File: src/rtl/instr_fetch_unit_pkg.sv
// Shared definitions for the instruction fetch slice: FSM states, opcode constants
// and the next-PC source selection helper.
package instr_fetch_unit_pkg;

  localparam int OPCODE_W = 6;

  localparam logic [OPCODE_W-1:0] OP_ADD = 6'b000000;
  localparam logic [OPCODE_W-1:0] OP_LW  = 6'b001000;
  localparam logic [OPCODE_W-1:0] OP_SUB = 6'b000010;
  localparam logic [OPCODE_W-1:0] OP_BEQ = 6'b000100;

  typedef enum logic [1:0] {
    S_RESET = 2'd0,
    S_FETCH = 2'd1,
    S_ISSUE = 2'd2
  } fetch_state_e;

  typedef enum logic [1:0] {
    NPC_SEQ    = 2'd0,
    NPC_BRANCH = 2'd1,
    NPC_JUMP   = 2'd2,
    NPC_JREG   = 2'd3
  } npc_sel_e;

  // Register jumps beat direct jumps, which beat a taken branch.
  function automatic npc_sel_e select_npc(input logic jump_reg, input logic jump,
                                          input logic branch, input logic zero);
    if (jump_reg)           return NPC_JREG;
    else if (jump)          return NPC_JUMP;
    else if (branch && zero) return NPC_BRANCH;
    else                    return NPC_SEQ;
  endfunction

endpackage

File: src/rtl/instr_fetch_unit_next_pc_calc.sv
// Combinational next-PC selection: sequential, taken branch, direct jump or register jump.
module next_pc_calc
  import instr_fetch_unit_pkg::*;
#(
  parameter int ADDR_W = 8,
  parameter int DATA_W = 32
) (
  input  logic [ADDR_W-1:0] pc,
  input  logic [DATA_W-1:0] ir,
  input  logic [DATA_W-1:0] rs_value,
  input  logic              branch,
  input  logic              jump,
  input  logic              jump_reg,
  input  logic              zero,
  output logic [ADDR_W-1:0] next_pc
);

  logic [ADDR_W-1:0] seq_pc;
  logic [ADDR_W-1:0] offset;
  logic              unused_bits;

  // Only the low address bits of the targets matter; the rest is dropped on purpose.
  assign unused_bits = ^{ir, rs_value};
  assign seq_pc      = pc + ADDR_W'(1);

  // Sign-extend the 16-bit immediate to (or truncate it at) the address width.
  always_comb begin
    offset = '0;
    for (int i = 0; i < ADDR_W; i++) begin
      offset[i] = (i < 16) ? ir[i] : ir[15];
    end
  end

  always_comb begin
    next_pc = seq_pc;
    unique case (select_npc(jump_reg, jump, branch, zero))
      NPC_JREG:   next_pc = rs_value[ADDR_W-1:0];
      NPC_JUMP:   next_pc = ir[ADDR_W-1:0];
      NPC_BRANCH: next_pc = seq_pc + offset;
      default:    next_pc = seq_pc;
    endcase
  end

endmodule

File: src/rtl/instr_fetch_unit.sv
// Fetches one instruction at a time from instruction memory, presents it to the decoder
// and advances the PC from the decoder's control outputs once downstream accepts it.
module instr_fetch_unit
  import instr_fetch_unit_pkg::*;
#(
  parameter int                 ADDR_W   = 8,
  parameter int                 DATA_W   = 32,
  parameter int                 OPC_W    = OPCODE_W,
  parameter logic [ADDR_W-1:0]  RESET_PC = '0
) (
  input  logic              clk,
  input  logic              rst_n,
  output logic              imem_req,
  output logic [ADDR_W-1:0] imem_addr,
  input  logic              imem_ack,
  input  logic [DATA_W-1:0] imem_rdata,
  output logic [OPC_W-1:0]  opcode,
  output logic [DATA_W-1:0] instr,
  output logic              instr_valid,
  input  logic              stall,
  input  logic              branch,
  input  logic              jump,
  input  logic              jump_reg,
  input  logic              zero,
  input  logic [DATA_W-1:0] rs_value,
  output logic [ADDR_W-1:0] pc
);

  fetch_state_e      state;
  logic [DATA_W-1:0] ir;
  logic [ADDR_W-1:0] next_pc;

  next_pc_calc #(
    .ADDR_W (ADDR_W),
    .DATA_W (DATA_W)
  ) u_next_pc_calc (
    .pc       (pc),
    .ir       (ir),
    .rs_value (rs_value),
    .branch   (branch),
    .jump     (jump),
    .jump_reg (jump_reg),
    .zero     (zero),
    .next_pc  (next_pc)
  );

  // The fetch address is the PC itself, so it cannot move while a request is pending.
  assign imem_addr = pc;
  assign instr     = ir;
  assign opcode    = ir[DATA_W-1 -: OPC_W];

  always_ff @(posedge clk or negedge rst_n) begin
    if (!rst_n) begin
      state       <= S_RESET;
      pc          <= RESET_PC;
      ir          <= '0;
      imem_req    <= 1'b0;
      instr_valid <= 1'b0;
    end else begin
      unique case (state)
        S_RESET: begin
          state    <= S_FETCH;
          imem_req <= 1'b1;
        end
        S_FETCH: begin
          if (imem_ack) begin
            ir          <= imem_rdata;
            state       <= S_ISSUE;
            imem_req    <= 1'b0;
            instr_valid <= 1'b1;
          end
        end
        S_ISSUE: begin
          // Decoder controls are only consulted on the edge the issue is accepted.
          if (!stall) begin
            pc          <= next_pc;
            state       <= S_FETCH;
            imem_req    <= 1'b1;
            instr_valid <= 1'b0;
          end
        end
        default: begin
          state       <= S_RESET;
          imem_req    <= 1'b0;
          instr_valid <= 1'b0;
        end
      endcase
    end
  end

endmodule

File: config.mk
export PLATFORM = sky130hd
export DESIGN_NAME = instr_fetch_unit
export DESIGN_NICKNAME = d
export VERILOG_FILES = /design/src/rtl/instr_fetch_unit_pkg.sv /design/src/rtl/instr_fetch_unit_next_pc_calc.sv /design/src/rtl/instr_fetch_unit.sv
export SDC_FILE = /design/constraint.sdc
export NUM_CORES = 1
export LEC_CHECK = 0
export ABC_AREA = 1
export BUFFER_PORTS_ARGS = -buffer_cell sky130_fd_sc_hd__buf_4
export CORE_MARGIN = 5
export CORE_UTILIZATION = 40
export DETAILED_ROUTE_END_ITERATION = 7
export PLACE_DENSITY = 0.83
export SYNTH_ARGS = -nofsm -noshare
export SYNTH_HDL_FRONTEND = slang
export SYNTH_SLANG_ARGS = --single-unit
File: constraint.sdc
create_clock -name clk -period 4 [get_ports clk]
set_input_delay 0.2 -clock clk [delete_from_list [all_inputs] [get_ports clk]]
set_output_delay 0.2 -clock clk [all_outputs]
set_load 0.02 [all_outputs]
### Yosys cells after proc, flatten, opt, wreduce, memory -nomap -nowiden

Index checks and enable logic that the tools add are counted.

| storage, ports and cells | value |
|---|---|
| register bits after elaboration | 44 |
| bits in latches | 0 |
| bits in writable memories | 0 |
| ROM bits | 0 |
| bits of input ports | 72 |
| output and inout port bits | 56 |
| word-level logic and storage cells | 35 |
| memories | 0 |

| cells by class | value |
|---|---|
| $add $sub $neg | 2 |
| multipliers | 0 |
| divide/modulo/power cells | 0 |
| order comparisons | 0 |
| equality and inequality tests | 7 |
| shift-type cells | 0 |
| mux-type cells | 13 |
| bitwise logic cells | 2 |
| reduce and logical (&&, ||, !) cells | 6 |

Operators by type and width:

| cell | number |
|---|---|
| one-hot mux 8 bit (3 select lines) | 1 |
| adder 8 x 1 -> 8 bit (second input constant) | 1 |
| adder 8 bit | 1 |
| two-way mux 2 bit | 4 |
| == test 2 bit (second input constant) | 3 |
| one-hot mux 1 bit (3 select lines) | 2 |
| one-hot mux 2 bit (3 select lines) | 1 |
| AND reduction 2 bit | 3 |
| two-way mux 1 bit | 5 |
| == test 2 x 1 -> 1 bit (second input constant) | 2 |
| != test 2 bit (second input constant) | 2 |
| AND reduction 3 bit | 1 |
| logical NOT 2 bit | 1 |
| NOT 1 bit | 2 |
| logical AND 1 bit | 1 |

### Depth between registers and ports, before layout

Gate-level depths: netlist of run 1.

| logic depth | value |
|---|---|
| word-level depth | 6 |
| gate-level depth with buffers | 20 |
| gate-level depth less buffers | 20 |

### Hierarchy

Synthesis of run 1 repeated with hierarchy kept, for this count alone.

| unflattened totals | value |
|---|---|
| cell total of the unflattened synthesis | 336 |
| area total of the unflattened synthesis | 2607.5 µm² |

By module, submodules not included:

| module | times used | cells each | area each (µm²) | sequential area each (µm²) |
|---|---|---|---|---|
| instr_fetch_unit | 1 | 204 | 1879.3 | 1076.0 |
| next_pc_calc | 1 | 132 | 728.2 | 0.0 |

### Least setup slack after synthesis of run 1

No wires, ideal clock.

| path | value |
|---|---|
| kind | register to register |
| from | register pc[1] (netlist: imem_addr[1]) |
| to | register pc[7] (netlist: imem_addr[7]) |
| setup time | 0.117 ns |
| data arrival time | 2.042 ns |
| required time | 3.883 ns |
| setup slack | 1.841 ns |
| stages on the path, launching flop included | 20 |
| path buffers | 0 |
| period minus slack after synthesis | 2.159 ns |
| path through | dfrtp_1 -> ha_1 -> nand2_1 -> inv_1 -> nand4_1 -> xor2_1 -> inv_1 -> ha_1 -> nand2_1 -> inv_1 -> nand2_1 -> nand2_1 -> inv_1 -> nand2_1 -> inv_1 -> nand2_1 -> nand3_1 -> nand2_1 -> nand2_1 -> nand2_1 |

| on the way | value |
|---|---|
| word-level cells in the longest chain between the ends | 3 |

RTL lines:

| item | RTL line | source |
|---|---|---|
| from (decl) | instr_fetch_unit.sv:26 | `output logic [ADDR_W-1:0] pc` |
| from (signal assigned) | instr_fetch_unit.sv:76 | `pc <= next_pc;` |
| adder 8 x 1 -> 8 bit * | instr_fetch_unit_next_pc_calc.sv:24 | `assign seq_pc = pc + ADDR_W'(1);` |
| adder 8 bit | instr_fetch_unit_next_pc_calc.sv:39 | `NPC_BRANCH: next_pc = seq_pc + offset;` |
| one-hot mux 8 bit (3 select lines) * | instr_fetch_unit_next_pc_calc.sv:36 | `unique case (select_npc(jump_reg, jump, branch, zero))` |

Every way passes the cells marked *; elsewhere a longest branch is shown, timed or not.
A chain may end at the register's enable or synchronous reset.

### Worst setup path in the final report of run 1

Ends and elaborated chain as after synthesis.

==> results.ini, run 1 <==
[final_layout]
final_cells=487
register_area_um2=1080
final_layout_size_suffix_gt1_frac=0.313
syn_to_final_growth_pct=35.4
n_fill_cell=570
n_antenna_cell=0
final_util=0.560
nNetsFinal=492
multiInputGateArea_um2=1110

[critical_path]
slowest_stage=dfrtp_1
worstPathMaxFanout=6
cp.arrival_ns=2.50
crit_buf_inv=4
r2r-start=imem_addr[1]
critPathMaxStageDelay_ns=0.44
worstPathCellList=ha_1 > nand2_1 > inv_1 > nand4_1 > xor2_1 > inv_1 > ha_1 > nand2_1 > inv_1 > nand2_1 > nand2_1 > inv_1 > nand2_1 > nand3_1 > nand3_1 > nand2_1 > nand2_1 > nand2_1
cp_top_family=simple AND/OR/NAND/NOR gates
critPathRequiredTime_ns=4.19
end_kind=flip-flop
crit_type=reg -> reg
crit_path_start=imem_addr[1]
critPathLaunchType=flip-flop
cp_common_cell=nand2_1

[placed_design]
portBuffers=103
dp.cells=478
place_hpwl_um=4790
gp_congestion=0.864

[drt]
vias=2314
vias_per_cell=4.75
wirelength_um=6230
ant_nets=0
drt-initial-drc-count=84
drc=0
wl_per_cell_um=12.8
drt-pass1-iter-count=4

[sta]
rsz0062_at_grt=no
clock_skew_ns=0.00312
period_share=0.577
setup_tns_ns=0
setup_viol=0
timing.final.crit_period_ns=2.31
drv_slew=0
max_slew.worst_pin.slew_ns=1.08
hold_violations=0
fmax_mhz=433
maxSlewHeadroom=0.281

[die]
die_height_um=88.5
coreArea_um2=5960
dieArea_um2=7830
rows=28
die_x_um=88.5
start_util=0.414
io-pin-count=128

[synth]
synth_top_area_frac=0.437
synth_top_area_cell=dfrtp_1
yosys_warnings=0
yosys.cell_types.count=32
synth-seq-area-share=0.437
synth-async-reset-ratio=1.00
synth_area_um2=2460
synth-edff-count=0
synth.area.top_cells=dfrtp_1, nand2_1, inv_1
synth_nets=402
synth_ff_type=dfrtp_1
avgSynthCellArea_um2=7.67
synthTopCellsByCount=nand2_1, dfrtp_1, inv_1, buf_4, o21ai_0
synthCells=321
yosysMostFrequentCell=nand2_1
synth_seq_cells=43

[cts]
cts_tree=built
cts_buffers=5
clk-insertion-delay-late_ns=0.29
cts_sinks=43
h-tree-depth=2
clk_pin_slew_ns=0.09
clock_path_buffers=2
postCtsSetupBuffers=0
cts-root-buf=clkbuf_8

[hold_path]
hp-class=in -> reg
hold_start=imem_rdata[3]

[power_and_ir_drop]
total_leakage_power_nw=1.85
irDropWorstVdd_uv=406
powerDensity_nw_per_um2=887

[flow_run]
maxCapViolCount=0

[grt]
first_global_vias=2299
grt_use_total=0.164
grt_pass1_wl_um=10200
overflow=0
grt_antenna_before_repair=0
grt_max_degree=44

[status]
outcome=completed

-- cells in the final DEF, fill, tap and decap left out, types with 2 or more instances in the layout --
cell type  count
xnor2_1        3
inv_2          3
inv_1         31
o21ai_0       14
clkbuf_8       5
ha_1           8
o21ai_1        2
nor2_4         2
nand4_1        4
a31oi_1        2
nand3_2        3
nand2_2        5
dfrtp_1       43
nand2_1      135
a21oi_1        9
bufinv_16      2
or2_2          2
nor2_1        10
a221oi_1       3
nor3_4         2
nand3_1        9
buf_4        104
-- worst reg2reg max path, cell delays in order (launching register included) --
cell,delay (ns)
dfrtp_1,0.44
ha_1,0.20
nand2_1,0.06
inv_1,0.11
nand4_1,0.11
xor2_1,0.24
inv_1,0.07
ha_1,0.32
nand2_1,0.07
inv_1,0.05
nand2_1,0.05
nand2_1,0.06
inv_1,0.04
nand2_1,0.07
nand3_1,0.08
nand3_1,0.09
nand2_1,0.05
nand2_1,0.06
nand2_1,0.05
-- power breakdown --
| group | internal [W] | switching, W |
|---|---|---|
| Sequential | 0.000642 | 0.000199 |
| Combinational | 0.000692 | 0.00102 |
| Clock | 0.000249 | 0.000157 |
| Total | 0.00158 | 0.00138 |
-- path summary, 6_finish.rpt --
kind | end | slack, ns | cells past startpoint
max | imem_addr[7] | 1.69 | 18
min in group asynchronous | state[1] | 0.45 | 2
max in group asynchronous | instr[7] | 3.17 | 2
max reg2reg | imem_addr[7] | 1.69 | 18
min reg2reg | instr[12] | 0.49 | 2
min | instr[3] | 0.09 | 3
-- area by class of cell --
type,count,share of cell area
Multi-Input combinational cell,222,0.333
Sequential cell,43,0.322
Timing Repair Buffer,105,0.237
Inverter,34,0.0382
Tap cell,75,0.0281
Clock buffer,5,0.0206
Clock inverter,3,0.0202
-- stage by stage --
step / power (W) / hold slack, ns / setup WS [ns] / cell area (um^2)
2_1_floorplan: 0.00199 / -0.0956 / 1.84 / 2460
3_3_place_gp: 0.00251 / 0.232 / 1.79 / 3190
3_5_place_dp: 0.00257 / 0.236 / 1.72 / 3190
4_1_cts: 0.00300 / 0.0802 / 1.69 / 3340
5_1_grt: 0.00321 / 0.0800 / 1.48 / 3340
6_report: 0.00296 / 0.0934 / 1.69 / 3340
-- kinds of logic after synthesis --
logic type / share of synthesized area
compound gates: 0.0848
xor+xnor: 0.0142
fa+ha+maj: 0.0488
buf+inv: 0.112
flops: 0.437
simple gates: 0.304
-- sequential cells by signal, indices dropped and copies added (netlist names) --
signal	cells
instr	32
instr_valid	1
state	2
imem_addr	8
-- layer usage --
layer	vias to the layer above	part of all wire	wire length, um	GRT usage
li1	1175	-	-	-
met2	80	0.47	2950	0.286
met3	6	0.099	619	0.0596
met1	1053	0.42	2600	0.194
met5	-	0	0	0
met4	0	0.0092	57	0.0371
-- what timing repair did --
item	CTS	global route
hold endpoints to repair	43	0
hold buffers	1	0
resized for setup	0	0
(Power assumes the default switching activity.)
==> run 2, diff against run 1 <==
--- a/config.mk
+++ b/config.mk
@@ -10,7 +10,7 @@
 export CORE_MARGIN = 5
 export CORE_UTILIZATION = 40
 export DETAILED_ROUTE_END_ITERATION = 7
-export PLACE_DENSITY = 0.83
+export PLACE_DENSITY = 0.86
 export SYNTH_ARGS = -nofsm -noshare
 export SYNTH_HDL_FRONTEND = slang
 export SYNTH_SLANG_ARGS = --single-unit
==> constraint.sdc (replaced) <==
create_clock -name clk -period 1.9 [get_ports clk]
set_input_delay 0.095 -clock clk [delete_from_list [all_inputs] [get_ports clk]]
set_output_delay 0.095 -clock clk [all_outputs]
set_load 0.02 [all_outputs]
==> run 2 against run 1 <==
Effect of this change:
- the run now ends with negative setup slack left
- register-to-register slack worse by 2.0 ns
- critical endpoint unchanged
- clock skew increased by 0.00072 ns
- worst setup slack worse by 2.0 ns
==> results.ini, run 2 (same netlist as run 1, synthesis figures left out) <==
[hold_path]
hold_start=imem_rdata[27]
hp-class=in -> reg

[final_layout]
final_layout_size_suffix_gt1_frac=0.402  ; +0.0886
final_area_um2=3940  ; +18%
final_common_cell=nand2_1
final_util=0.661  ; +0.101
n_antenna_cell=0  ; unchanged
syn_to_final_growth_pct=59.8
largest_reg_flops=32  ; unchanged
nNetsFinal=543  ; +10%
multiInputGateArea_um2=1270  ; +14%
final_cell_mix=nand2_1, buf_4, dfrtp_1
register_area_um2=1080  ; +0.58%
n_fill_cell=470  ; -18%

[grt]
first_global_vias=2791  ; +21%
grt_max_degree=44  ; unchanged
grt_use_total=0.208  ; +0.0437
grt_pass1_wl_um=12800  ; +25%
grt_antenna_before_repair=0  ; unchanged
overflow=0  ; unchanged

[sta]
setup_viol=6  ; +6
rsz0062_at_grt=yes
drv_slew=0  ; unchanged
maxSlewHeadroom=0.628  ; +0.347
fin_ws_ns=-0.311  ; -2.00 ns
period_share=1.16  ; +0.586
max_slew.worst_pin.slew_ns=0.558  ; -0.519 ns
hold_violations=0  ; unchanged
fmax_mhz=452  ; +4.4%
clock_skew_ns=0.00384  ; +0.000719 ns
timing.final.crit_period_ns=2.21  ; -0.0976 ns

[critical_path]
critPathLaunchType=flip-flop
crit_path_end=imem_addr[7]
r2r_slack_ns=-0.31  ; -2.00 ns
critPathMaxStageDelay_ns=0.42  ; -0.02 ns
worstPathMaxFanout=4  ; -2
crit_buf_inv=4  ; unchanged
critPathRequiredTime_ns=2.09  ; -2.10 ns
crit_path_start=imem_addr[0]
end_kind=flip-flop
ff2ff_path_depth=18  ; unchanged
cp.arrival_ns=2.40  ; -0.10 ns
r2r-start=imem_addr[0]
worstPathCellList=ha_4 > nand2_2 > inv_2 > nand4_1 > xor2_2 > inv_2 > ha_4 > nand2_2 > inv_1 > nand2_1 > nand2_1 > inv_1 > nand2_1 > nand3_1 > nand3_1 > nand2_1 > nand2_1 > nand2_1
crit_type=reg -> reg
r2r-end=imem_addr[7]
slowest_stage=dfrtp_2
cp_top_family=simple AND/OR/NAND/NOR gates
cp_common_cell=nand2_1
cp.depth=18  ; unchanged

[power_and_ir_drop]
swShare=0.460  ; -0.00507
p_sw_w=0.00335  ; +140%
powerDensity_nw_per_um2=1850  ; +110%
irDropWorstVdd_uv=1010  ; +150%
internal-power_w=0.00393  ; +150%
p_seq_frac=0.253  ; -0.031
pwr-share-comb=0.645  ; +0.066
p_clk_frac=0.102  ; -0.035
total_leakage_power_nw=2.08  ; +12%

[drt]
vias=2635  ; +14%
drt-pass1-iter-count=4  ; unchanged
wl_per_cell_um=14.6  ; +14%
drt-initial-drc-count=133  ; +58%
drc=0  ; unchanged
wirelength_um=7850  ; +26%
ant_nets=0  ; unchanged
vias_per_cell=4.90  ; +3.1%

[die]
die_height_um=88.5  ; unchanged
rows=28  ; unchanged
start_util=0.414  ; unchanged
io-pin-count=128  ; unchanged
die_x_um=88.5  ; unchanged
coreArea_um2=5960  ; unchanged
dieArea_um2=7830  ; unchanged

[cts]
cts-root-buf=clkbuf_8
h-tree-depth=2  ; unchanged
cts_buffers=5  ; unchanged
cts_tree=built
clk_pin_slew_ns=0.08  ; about the same
cts_sinks=43  ; unchanged
clock_path_buffers=2  ; unchanged
clk-insertion-delay-late_ns=0.29  ; about the same

[status]
outcome=complete, but fails checks
violations=negative setup slack

[placed_design]
pre_cts_ws_ns=-0.177  ; -1.89 ns
place_area_um2=3370  ; +5.7%
place_hpwl_um=5330  ; +11%
gp_congestion=0.819  ; -5.1%
portBuffers=103  ; unchanged

[flow_run]
maxCapViolCount=0  ; unchanged

-- run 2: changes by cell type in the layout (fill, tap and decap cells not counted), moves of 3 or more --
cell / change
a21oi_1: -3
a21oi_2: +3
buf_4: +23
dfrtp_1: -5
dfrtp_2: +5
dlygate4sd3_1: +27
ha_1: -6
ha_4: +6
inv_1: -6
inv_2: +5
nand2_1: -5
nand2_2: +5
-- run 2: power groups by stage --
stage	Sequential (W)	Clock, W	Combinational [W]
5_1_grt	0.00191	0.000792	0.00514
4_1_cts	0.00181	0.000759	0.00448
6_report	0.00184	0.000743	0.00469
2_1_floorplan	0.00228	0	0.00212
3_3_place_gp	0.00178	0	0.00403
3_5_place_dp	0.00180	0	0.00420
-- run 2: layout make-up --
type / count / area share
clock inverter: 2 / 0.00890
sequential: 43 / 0.275
tap: 75 / 0.0238
inverter: 34 / 0.0331
multi-input combinational: 222 / 0.322
clock buffer: 6 / 0.0210
timing repair buffer: 156 / 0.316
-- run 2: per-stage QoR --
step                TNS [ns]  std cells  hold WS (ns)  total power, W
finish                -0.950        538       0.00381         0.00727
global route           -1.76        538        0.0209         0.00784
CTS                   -0.455        535      0.000431         0.00705
detailed placement    -0.559        493         0.129         0.00600
global placement      -0.262        493         0.122         0.00581
floorplan             -0.153        321        -0.201         0.00440
-- run 2: how the worst min path moves through the flow --
stage	end	slack, ns	cells past startpoint
CTS	instr[5]	0.0004	3
finish	instr[27]	0.004	3
global route	instr[11]	0.02	3
floorplan	imem_addr[0]	-0.20	0
detailed placement	imem_addr[0]	0.13	1
global placement	imem_addr[5]	0.12	1
-- run 2: metal layers --
metal | GRT usage | share of wire | up-vias | wire [um]
li1 | - | - | 1281 | -
met1 | 0.237 | 0.37 | 1219 | 2940
met2 | 0.361 | 0.51 | 113 | 4040
met3 | 0.0587 | 0.082 | 22 | 642
met4 | 0.0934 | 0.030 | 0 | 235
met5 | 0 | 0 | - | 0
-- run 2: repair_timing --
item	in CTS	in global routing
setup endpoints to repair	5	7
endpoints found under the hold margin	70	0
hold buffers	28	0
pin swaps	8	7
setup buffers	6	3
gates resized for setup	12	11
-- run 2: worst reg2reg max path, stage by stage, from the launching register on --
cell and delay (ns):
dfrtp_2 0.42, ha_4 0.15, nand2_2 0.05, inv_2 0.10, nand4_1 0.17, xor2_2 0.27, inv_2 0.07, ha_4 0.28
nand2_2 0.05, inv_1 0.05, nand2_1 0.05, nand2_1 0.05, inv_1 0.03, nand2_1 0.06, nand3_1 0.07, nand3_1 0.07
nand2_1 0.05, nand2_1 0.06, nand2_1 0.05
==> run 3, diff against run 2 <==
--- a/config.mk
+++ b/config.mk
@@ -8,9 +8,9 @@
 export ABC_AREA = 1
 export BUFFER_PORTS_ARGS = -buffer_cell sky130_fd_sc_hd__buf_4
 export CORE_MARGIN = 5
-export CORE_UTILIZATION = 40
+export CORE_UTILIZATION = 45
 export DETAILED_ROUTE_END_ITERATION = 7
-export PLACE_DENSITY = 0.86
+export PLACE_DENSITY = 0.91
 export SYNTH_ARGS = -nofsm -noshare
 export SYNTH_HDL_FRONTEND = slang
 export SYNTH_SLANG_ARGS = --single-unit
==> constraint.sdc (replaced) <==
create_clock -name clk -period 2.68 [get_ports clk]
set_input_delay 0.134 -clock clk [delete_from_list [all_inputs] [get_ports clk]]
set_output_delay 0.134 -clock clk [all_outputs]
set_load 0.02 [all_outputs]
==> run 3 against run 2 <==
Effect of this change:
- the run now ends clean
- via count down 13%
- clock-buffer cell count down 1
- critical path type unchanged
- highest routed layer unchanged
- worst setup slack better by 0.69 ns
- sequential power down 32%
- sequential share of layout area up 5.0 points
==> results.ini, run 3 (same netlist as run 1, synthesis figures left out) <==
[sta]
rsz0062_at_grt=no
clock_skew_ns=0.00448  ; +0.000642 ns
maxSlewHeadroom=0.534  ; -0.0944
hold_violations=0  ; unchanged
setup_tns_ns=0  ; +0.950 ns
fin_ws_ns=0.382  ; +0.693 ns
max_slew.worst_pin.slew_ns=0.699  ; +0.141 ns
drv_slew=0  ; unchanged
setup_viol=0  ; -6
timing.final.crit_period_ns=2.30  ; +0.0874 ns
period_share=0.858  ; -0.306
fmax_mhz=435  ; -3.8%

[final_layout]
nNetsFinal=493  ; -9.2%
final_common_cell=nand2_1
largest_reg_flops=32  ; unchanged
final_layout_size_suffix_gt1_frac=0.313  ; -0.0886
syn_to_final_growth_pct=34.4
final_area_um2=3310  ; -16%
n_antenna_cell=0  ; unchanged
final_cell_mix=nand2_1, buf_4, dfrtp_1
final_cells=484  ; -10%
n_fill_cell=492  ; +4.7%

[cts]
cts_sinks=43  ; unchanged
clk-insertion-delay-late_ns=0.29  ; about the same
cts_buffers=5  ; unchanged
cts-resized-gates=0  ; -12
h-tree-depth=2  ; unchanged
holdBufCountCts=1  ; -96%
cts-root-buf=clkbuf_8
clk_pin_slew_ns=0.08  ; about the same
cts_tree=built
clock_path_buffers=2  ; unchanged
postCtsSetupBuffers=0  ; -6

[die]
die_x_um=84.0  ; -5.1%
rows=27  ; -3.6%
dieArea_um2=7050  ; -9.9%
coreArea_um2=5410  ; -9.2%
die_height_um=84.0  ; -5.1%
start_util=0.456  ; +0.0421
io-pin-count=128  ; unchanged

[power_and_ir_drop]
p_sw_w=0.00205  ; -39%
internal-power_w=0.00227  ; -42%
swShare=0.475  ; +0.0147
p_clk_frac=0.114  ; +0.012
total_leakage_power_nw=1.85  ; -11%
irDropWorstVdd_uv=759  ; -25%
pwr-share-comb=0.595  ; -0.050
powerDensity_nw_per_um2=1310  ; -29%
power_w=0.00432  ; -41%
p_seq_frac=0.291  ; +0.038

[hold_path]
min_path_cells=3  ; unchanged
hp-class=in -> reg
min_to=instr[16]
hold_start=imem_rdata[16]

[grt]
grt_use_total=0.185  ; -0.0224
grt_pass1_wl_um=10700  ; -16%
grt_max_degree=44  ; unchanged
grt_antenna_before_repair=0  ; unchanged
first_global_vias=2393  ; -14%
overflow=0  ; unchanged

[flow_run]
maxCapViolCount=0  ; unchanged

[critical_path]
ff2ff_path_depth=19  ; +1
cp.arrival_ns=2.49  ; +0.09 ns
worstPathMaxFanout=6  ; +2
r2r_slack_ns=0.38  ; +0.69 ns
r2r-end=imem_addr[7]
critPathRequiredTime_ns=2.87  ; +0.78 ns
r2r-start=imem_addr[1]
critPathLaunchType=flip-flop
end_kind=flip-flop
crit_type=reg -> reg

[placed_design]
place_area_um2=3190  ; -5.3%
pre_cts_ws_ns=0.403  ; +0.580 ns
portBuffers=103  ; unchanged
gp_congestion=0.897  ; +9.5%
place_hpwl_um=4930  ; -7.5%
dp.cells=476  ; -3.4%

[drt]
drt-pass1-iter-count=4  ; unchanged
vias_per_cell=4.74  ; -3.1%
drc=0  ; unchanged
wirelength_um=6210  ; -21%
ant_nets=0  ; unchanged
vias=2296  ; -13%
drt-initial-drc-count=106  ; -20%
wl_per_cell_um=12.8  ; -12%

[status]
outcome=completed

[run 3: changes by cell type in the layout (fill, tap and decap cells not counted), moves of 3 or more]
cell	delta
a21oi_2	-3
ha_1	+6
buf_4	-22
nand2_1	+5
dlygate4sd3_1	-27
ha_4	-6
dfrtp_2	-5
a21oi_1	+3
nand2_2	-5
inv_1	+6
inv_2	-5
dfrtp_1	+5
[run 3: how the worst max path moves through the flow]
stage,endpoint,cells past startpoint,slack [ns],startpoint
floorplan,imem_addr[7],19,0.52,imem_addr[1]
global placement,imem_addr[7],19,0.50,imem_addr[0]
detailed placement,imem_addr[7],18,0.40,imem_addr[1]
CTS,imem_addr[7],18,0.39,imem_addr[0]
global route,imem_addr[7],19,0.06,imem_addr[0]
finish,imem_addr[7],19,0.38,imem_addr[1]
[run 3: power groups by stage]
stage	clock network, W	registers (W)	logic, W
global placement	0	0.00125	0.00250
finish	0.000494	0.00126	0.00257
global route	0.000544	0.00132	0.00286
floorplan	0	0.00159	0.00138
CTS	0.000509	0.00126	0.00259
detailed placement	0	0.00126	0.00259
[run 3: final cells by class]
| class | count | area, um^2 | share of cell area |
|---|---|---|---|
| clock inverters | 2 | 37.5 | 0.0113 |
| repair buffers | 106 | 798 | 0.241 |
| flip-flops and latches | 43 | 1080 | 0.325 |
| multi-input cells | 222 | 1110 | 0.336 |
| inverters | 34 | 128 | 0.0385 |
| clock buffers | 5 | 68.8 | 0.0208 |
| well taps | 72 | 90.1 | 0.0272 |
[run 3: per-stage QoR]
step / hold slack [ns] / util
2_1_floorplan: -0.162 / -
3_3_place_gp: 0.155 / 0.591
3_5_place_dp: 0.159 / 0.591
4_1_cts: 0.0190 / 0.613
5_1_grt: 0.0170 / 0.613
6_report: 0.0268 / 0.613
[run 3: worst max-delay path, stage by stage, from the launching register on]
cell and delay (ns):
dfrtp_1 0.43, ha_1 0.20, nand2_1 0.06, inv_1 0.13, nand4_1 0.11, xor2_1 0.22, inv_1 0.08, ha_1 0.31
nand2_1 0.10, inv_1 0.04, nand2_1 0.06, nand2_1 0.05, inv_1 0.05, nand2_1 0.05, inv_1 0.05, nand2_1 0.05
nand3_1 0.06, nand2_1 0.05, nand2_1 0.06, nand2_1 0.04
[run 3: layer usage]
metal,vias up,GRT usage,wire length [um]
met5,-,0,0
met4,0,0.0556,100
met3,9,0.0721,587
met2,83,0.322,3010
met1,1024,0.209,2520
li1,1180,-,-
